## config.mk

```make
export PLATFORM = sky130hd
export DESIGN_NAME = bcd_display_scanner_flat
export DESIGN_NICKNAME = d
export VERILOG_FILES = /design/src/rtl/bcd_display_scanner_pkg.sv /design/src/rtl/bcd_display_scanner_if.sv /design/src/rtl/bcd_display_scanner_bcd_to_seg.sv /design/src/rtl/bcd_display_scanner.sv /design/src/flat_wrapper.sv
export SDC_FILE = /design/constraint.sdc
export NUM_CORES = 1
export LEC_CHECK = 0
export ABC_AREA = 1
export BUFFER_PORTS_ARGS = -buffer_cell sky130_fd_sc_hd__buf_2
export CORE_AREA = 2 2 119 86
export CTS_CLUSTER_SIZE = 28
export DETAILED_ROUTE_END_ITERATION = 6
export DIE_AREA = 0 0 121 88
export PLACE_DENSITY_LB_ADDON = 0.05
export SYNTH_ARGS = -nofsm -noshare
export SYNTH_HDL_FRONTEND = slang
export SYNTH_SLANG_ARGS = --single-unit
```

## constraint.sdc

```tcl
create_clock -name clk -period 3 [get_ports clk]
set_input_delay 0.45 -clock clk [delete_from_list [all_inputs] [get_ports clk]]
set_output_delay 0.45 -clock clk [all_outputs]
set_load 0.01 [all_outputs]
```

## src/rtl/bcd_display_scanner_pkg.sv

```systemverilog
// Shared seven-segment display constants: active-low polarity, segment table
// and special glyphs used by every display block on the board.
package bcd_display_scanner_pkg;

    localparam int BCD_DIGITS = 4;

    // Common-anode display: a driven anode or lit segment is a logic 0
    localparam logic SEG_ON  = 1'b0;
    localparam logic SEG_OFF = 1'b1;
    localparam logic DP_OFF  = 1'b1;
    localparam logic [BCD_DIGITS-1:0] AN_OFF = 4'b1111;

    localparam logic [6:0] SEG_BLANK = 7'b1111111;
    localparam logic [6:0] SEG_DASH  = 7'b0111111;

    // Segments {g,f,e,d,c,b,a}, active low, index is the decimal digit
    localparam logic [0:9][6:0] DIGIT_SEG = {
        7'b1000000, 7'b1111001, 7'b0100100, 7'b0110000, 7'b0011001,
        7'b0010010, 7'b0000010, 7'b1111000, 7'b0000000, 7'b0010000
    };

endpackage

```

## src/rtl/bcd_display_scanner_if.sv

```systemverilog
// Bundle of the BCD value input and the multiplexed display pins of the scanner.
interface bcd_display_scanner_if;
    import bcd_display_scanner_pkg::*;

    logic [4*BCD_DIGITS-1:0] bcd_in;
    logic                    load;
    logic [BCD_DIGITS-1:0]   dp_in;
    logic                    blank_lz;
    logic [BCD_DIGITS-1:0]   an;
    logic [6:0]              seg;
    logic                    dp;
    logic                    frame_done;

    modport master (
        output bcd_in, load, dp_in, blank_lz,
        input  an, seg, dp, frame_done
    );

    modport slave (
        input  bcd_in, load, dp_in, blank_lz,
        output an, seg, dp, frame_done
    );

endinterface

```

## src/rtl/bcd_display_scanner_bcd_to_seg.sv

```systemverilog
// Combinational nibble to active-low seven-segment decoder; 10..15 show a dash.
module bcd_to_seg
    import bcd_display_scanner_pkg::*;
(
    input  logic [3:0] nib,
    output logic [6:0] seg
);

    // Table lookup for decimal digits, dash for non-BCD nibbles
    always_comb begin
        seg = SEG_DASH;
        if (nib <= 4'd9) begin
            seg = DIGIT_SEG[nib];
        end else begin
            seg = SEG_DASH;
        end
    end

endmodule

```

## src/rtl/bcd_display_scanner.sv

```systemverilog
// Time-multiplexes a committed 4-digit BCD value onto a common-anode display,
// swapping in newly loaded values only at frame boundaries.
module bcd_display_scanner
    import bcd_display_scanner_pkg::*;
#(
    parameter int PRESCALE = 100000,
    parameter int CNT_W    = 17
) (
    input  logic                 clk,
    input  logic                 rst,
    bcd_display_scanner_if.slave bus
);

    logic [CNT_W-1:0] cnt_r;
    logic             tick_s;
    logic [1:0]       idx_r;
    logic [1:0]       idx_nxt_s;
    logic             commit_s;
    logic [15:0]      disp_r;
    logic [3:0]       disp_dp_r;
    logic [15:0]      pend_r;
    logic [3:0]       pend_dp_r;
    logic             pend_valid_r;
    logic [15:0]      val_s;
    logic [3:0]       val_dp_s;
    logic [3:0]       nib_s;
    logic             lz_s;
    logic             blank_s;
    logic [6:0]       dec_s;
    logic [3:0]       an_r;
    logic [6:0]       seg_r;
    logic             dp_r;
    logic             frame_done_r;

    assign tick_s    = (cnt_r == CNT_W'(PRESCALE - 1));
    assign idx_nxt_s = idx_r + 2'd1;
    assign commit_s  = tick_s && (idx_r == 2'd3);

    // Digit 0 of a new frame is drawn from the value being committed on the same edge
    always_comb begin
        val_s    = disp_r;
        val_dp_s = disp_dp_r;
        if (commit_s && pend_valid_r) begin
            val_s    = pend_r;
            val_dp_s = pend_dp_r;
        end else begin
            val_s    = disp_r;
            val_dp_s = disp_dp_r;
        end
    end

    // Select the upcoming digit and decide whether it is a blanked leading zero
    always_comb begin
        nib_s = val_s[{idx_nxt_s, 2'b00} +: 4];
        case (idx_nxt_s)
            2'd0:    lz_s = 1'b0;
            2'd1:    lz_s = (val_s[15:4] == 12'h000);
            2'd2:    lz_s = (val_s[15:8] == 8'h00);
            2'd3:    lz_s = (val_s[15:12] == 4'h0);
            default: lz_s = 1'b0;
        endcase
        blank_s = bus.blank_lz & lz_s & ~val_dp_s[idx_nxt_s];
    end

    bcd_to_seg u_bcd_to_seg (
        .nib (nib_s),
        .seg (dec_s)
    );

    // Refresh prescaler
    always_ff @(posedge clk or posedge rst) begin
        if (rst) begin
            cnt_r <= '0;
        end else if (tick_s) begin
            cnt_r <= '0;
        end else begin
            cnt_r <= cnt_r + CNT_W'(1);
        end
    end

    // Pending value capture; a load on the commit edge keeps pend_valid set
    always_ff @(posedge clk or posedge rst) begin
        if (rst) begin
            pend_r       <= 16'h0000;
            pend_dp_r    <= 4'b0000;
            pend_valid_r <= 1'b0;
        end else if (bus.load) begin
            pend_r       <= bus.bcd_in;
            pend_dp_r    <= bus.dp_in;
            pend_valid_r <= 1'b1;
        end else if (commit_s) begin
            pend_valid_r <= 1'b0;
        end
    end

    // Displayed value, replaced only at a frame boundary
    always_ff @(posedge clk or posedge rst) begin
        if (rst) begin
            disp_r    <= 16'h0000;
            disp_dp_r <= 4'b0000;
        end else if (commit_s && pend_valid_r) begin
            disp_r    <= pend_r;
            disp_dp_r <= pend_dp_r;
        end
    end

    // Slot index and registered pin drive, updated together on each tick
    always_ff @(posedge clk or posedge rst) begin
        if (rst) begin
            idx_r        <= 2'd3;
            an_r         <= AN_OFF;
            seg_r        <= SEG_BLANK;
            dp_r         <= DP_OFF;
            frame_done_r <= 1'b0;
        end else begin
            frame_done_r <= commit_s;
            if (tick_s) begin
                idx_r <= idx_nxt_s;
                an_r  <= ~(4'b0001 << idx_nxt_s);
                seg_r <= blank_s ? SEG_BLANK : dec_s;
                dp_r  <= blank_s ? DP_OFF : ~val_dp_s[idx_nxt_s];
            end
        end
    end

    assign bus.an         = an_r;
    assign bus.seg        = seg_r;
    assign bus.dp         = dp_r;
    assign bus.frame_done = frame_done_r;

endmodule

```

## src/flat_wrapper.sv

```systemverilog
// flat-port wrapper written by rule: the top's interface ports become plain ports
module bcd_display_scanner_flat import bcd_display_scanner_pkg::*;
#(
    parameter int PRESCALE = 100000,
    parameter int CNT_W    = 17
)
  (clk, rst, bus_bcd_in, bus_load, bus_dp_in, bus_blank_lz, bus_an, bus_seg, bus_dp, bus_frame_done);
  bcd_display_scanner_if bus_i ();
  input  logic clk;
  input  logic rst;
  input wire logic [$bits(bus_i.bcd_in)-1:0] bus_bcd_in;
  input wire logic [$bits(bus_i.load)-1:0] bus_load;
  input wire logic [$bits(bus_i.dp_in)-1:0] bus_dp_in;
  input wire logic [$bits(bus_i.blank_lz)-1:0] bus_blank_lz;
  output wire logic [$bits(bus_i.an)-1:0] bus_an;
  output wire logic [$bits(bus_i.seg)-1:0] bus_seg;
  output wire logic [$bits(bus_i.dp)-1:0] bus_dp;
  output wire logic [$bits(bus_i.frame_done)-1:0] bus_frame_done;
  assign bus_i.bcd_in = bus_bcd_in;
  assign bus_i.load = bus_load;
  assign bus_i.dp_in = bus_dp_in;
  assign bus_i.blank_lz = bus_blank_lz;
  assign bus_an = bus_i.an;
  assign bus_seg = bus_i.seg;
  assign bus_dp = bus_i.dp;
  assign bus_frame_done = bus_i.frame_done;
  bcd_display_scanner #(.PRESCALE(PRESCALE), .CNT_W(CNT_W)) u_core (.clk(clk), .rst(rst), .bus(bus_i));
endmodule
```

==> key figures <==
Outcome
  – Status: completed

STA
  – RSZ-0062 raised after global routing: false
  – Ratio of final minimum period to clock period: 0.910
  – Max-slew violations: 0
  – Worst Hold Slack: 0.315 ns
  – Crit path time final: 2.73 ns
  – Endpoints failing setup: 0
  – Slew Limit Headroom: 0.390
  – Clk_skew: 0.00693 ns
  – Final hold violations: 0
  – F_max: 0.366 GHz
  – Setup_tns: 0 ns
  – Slew @ Worst Pin: 0.915 ns

Synth
  – Share of the synthesized area in the top cell type: 0.395
  – Post-synth ARST share: 1.00
  – Syn Nets: 501
  – Average instance area after synthesis: 8.01 sq um
  – Synth top cells by count: nand2_1, inv_1, dfrtp_1, nand3_1, nor2_1
  – Largest cells by area after synthesis: dfrtp_1, nand2_1, dfstp_2
  – Syn Inst Count: 466
  – Post-synthesis sequential area ratio: 0.494
  – #FFs+latches synth: 73
  – Synthesized area: 0.00373 sq mm
  – Ys flop type: dfrtp_1
  – EDFF count, synth: 0
  – Most frequent cell after synthesis: nand2_1
  – Area leader, netlist: dfrtp_1
  – Warnings from Yosys: 0
  – Synth unique cells: 38

Finish
  – Antenna diodes: 0
  – Share of layout cells above drive strength 1: 0.197
  – Layout net count: 548
  – Fin cells: 646
  – Final core occ: 0.461
  – Area growth, synth to finish: 17.2%

Routing
  – Final ANT Viol Nets: 0
  – WL per Instance: 14.0 um
  – WL final: 9020 um
  – DRC Markers: 0
  – Drt pass-1 iters: 4
  – Via/cell ratio: 4.75
  – Iteration-0 DRC count of the detailed router: 146
  – Via count: 3,068

Power
  – Leakage power: 0.00230 uW
  – Worst IR drop on VDD: 0.240 mV
  – Pwr per Cell Area: 475 mW/mm^2

CTS
  – CTS Buf Count: 9
  – CTS tree: built
  – Htree depth: 3
  – CTS max path bufs: 2
  – Root buffer cell: clkbuf_16
  – CTS clock-pin slew for the worst setup and hold paths: 0.06 ns
  – Post-CTS Resized: 0
  – Clock Sinks: 73
  – Clk_lat worst skew: 0.33 ns
  – Post-CTS Setup Bufs: 0
  – CTS hold repair buffers: 0

Critical path
  – R2r startpoint: u_core.idx_r[1]
  – Required time worst endpoint: 3.26 ns
  – Critical Path Most Common Cell: nand3_1
  – Crit Path Category: flop to flop
  – Largest stage delay, worst path: 0.57 ns
  – Worst EP arrival: 2.99 ns
  – Max stage delay cell, worst path: dfstp_2
  – Crit path launch: u_core.idx_r[1]
  – CP Cell Sequence: ha_1, buf_4, inv_1, nor2_2, nand3_1, nand3_1, nand3_1, nand2_1, inv_1, ha_1, a21oi_1, o21bai_1, nand2_1
  – Worst setup EP type: flop
  – Type of origin of the critical path: flop
  – Worst Path Max Fanout: 9

Hold path
  – Hold WC Path Type: input pin to flop
  – Worst hold start: bus_bcd_in[0]

Floorplan
  – Die Area: 0.0106 sq mm
  – Die width: 121 um
  – Row count: 30
  – Initial core utilization: 0.393
  – I/O pins: 37
  – Core area: 0.00950 sq mm
  – Die height: 88 um

GRT
  – First-pass GRT wire length: 15,400 um
  – GRT Util Overall: 0.190
  – Vias in the first global route: 3,017
  – Initial antenna violation count: 0
  – Largest net degree at the start of global routing: 74
  – Gr ovfl total: 0

Place
  – RD Place Congestion: 0.840
  – Inst Count DP: 630
  – Detail Placement HPWL: 6610 um
  – PortBufs: 36

Job
  – Max-Cap Viols: 0
cell families (layout without fill, tap and decap cells):
family                     Yosys count  after routing  synth area share
DFF                                 73             73             0.494
and+or+nand+nor                    245            245             0.297
xor gates and xnor gates             3              3           0.00704
buffers and inverters               87            139            0.0918
AOI/OAI and AO/OA                   47             47            0.0734
adders and majority gates           11             11            0.0369
power by group:
part	internal [uW]	switching, uW
sequential	1010	11.6
combinational	24.1	52.0
clock	580	400
cell usage in the layout (no fill, tap or decap), types with 4 or more instances in the layout:
cell type and count:
clkbuf_16 9, buf_2 36, nor3_1 6, ha_1 11, a21oi_1 5, nand3_1 34
inv_2 6, dfrtp_1 59, o21ai_0 24, nor2_2 4, inv_1 69, nor2_1 30
nand2_1 143, buf_4 11, dfstp_2 14, nand4_1 8, nand2_2 6
layout make-up:
cell class              count  area, sq um
clock buffers              13          250
clock inverters             3         17.5
fillers                   959         5120
inverters                  76          285
multi-input cells         306         1560
flip-flops and latches     73         1840
well taps                 128          160
repair buffers             47          263
routing by layer:
| metal | track usage | wire (um) |
|---|---|---|
| met5 | 0 | 0 |
| met3 | 0.0475 | 414 |
| met1 | 0.281 | 4800 |
| met4 | 0.0677 | 55 |
| met2 | 0.269 | 3740 |
flip-flops by register name, indices dropped and copies added (netlist names):
register / flops
u_core.bus.an: 4
u_core.bus.dp: 1
u_core.bus.frame_done: 1
u_core.bus.seg: 7
u_core.cnt_r: 17
u_core.disp_dp_r: 4
u_core.disp_r: 16
u_core.idx_r: 2
u_core.pend_dp_r: 4
u_core.pend_r: 16
u_core.pend_valid_r: 1
stage by stage:
stage	cell area, sq um	setup WS (ns)	total power (uW)
finish	4380	0.270	2080
global route	4380	0.0125	2170
CTS	4370	0.289	2110
detailed placement	4100	0.306	1120
global placement	4100	0.360	1120
floorplan	3730	0.530	1080
critical path: cells and delay by family, from the launching register on:
kind	cells	cell delay (ns)
DFF	1	0.57
AOI/OAI and AO/OA	2	0.34
and+or+nand+nor	6	0.82
adders and majority gates	2	0.46
buffers and inverters	3	0.45
worst paths after layout:
path | endpoint | slack (ns) | depth (start not counted)
worst min register to register | u_core.cnt_r[0] | 0.47 | 1
worst max-delay path | u_core.bus.seg[1] | 0.27 | 13
min in group asynchronous | u_core.bus.frame_done | 0.41 | 3
max in group asynchronous | u_core.disp_r[10] | 2.01 | 3
worst min-delay path | u_core.pend_r[0] | 0.32 | 3
worst max register to register | u_core.bus.seg[1] | 0.27 | 13
Note: power is estimated with default switching activity, not from simulation.
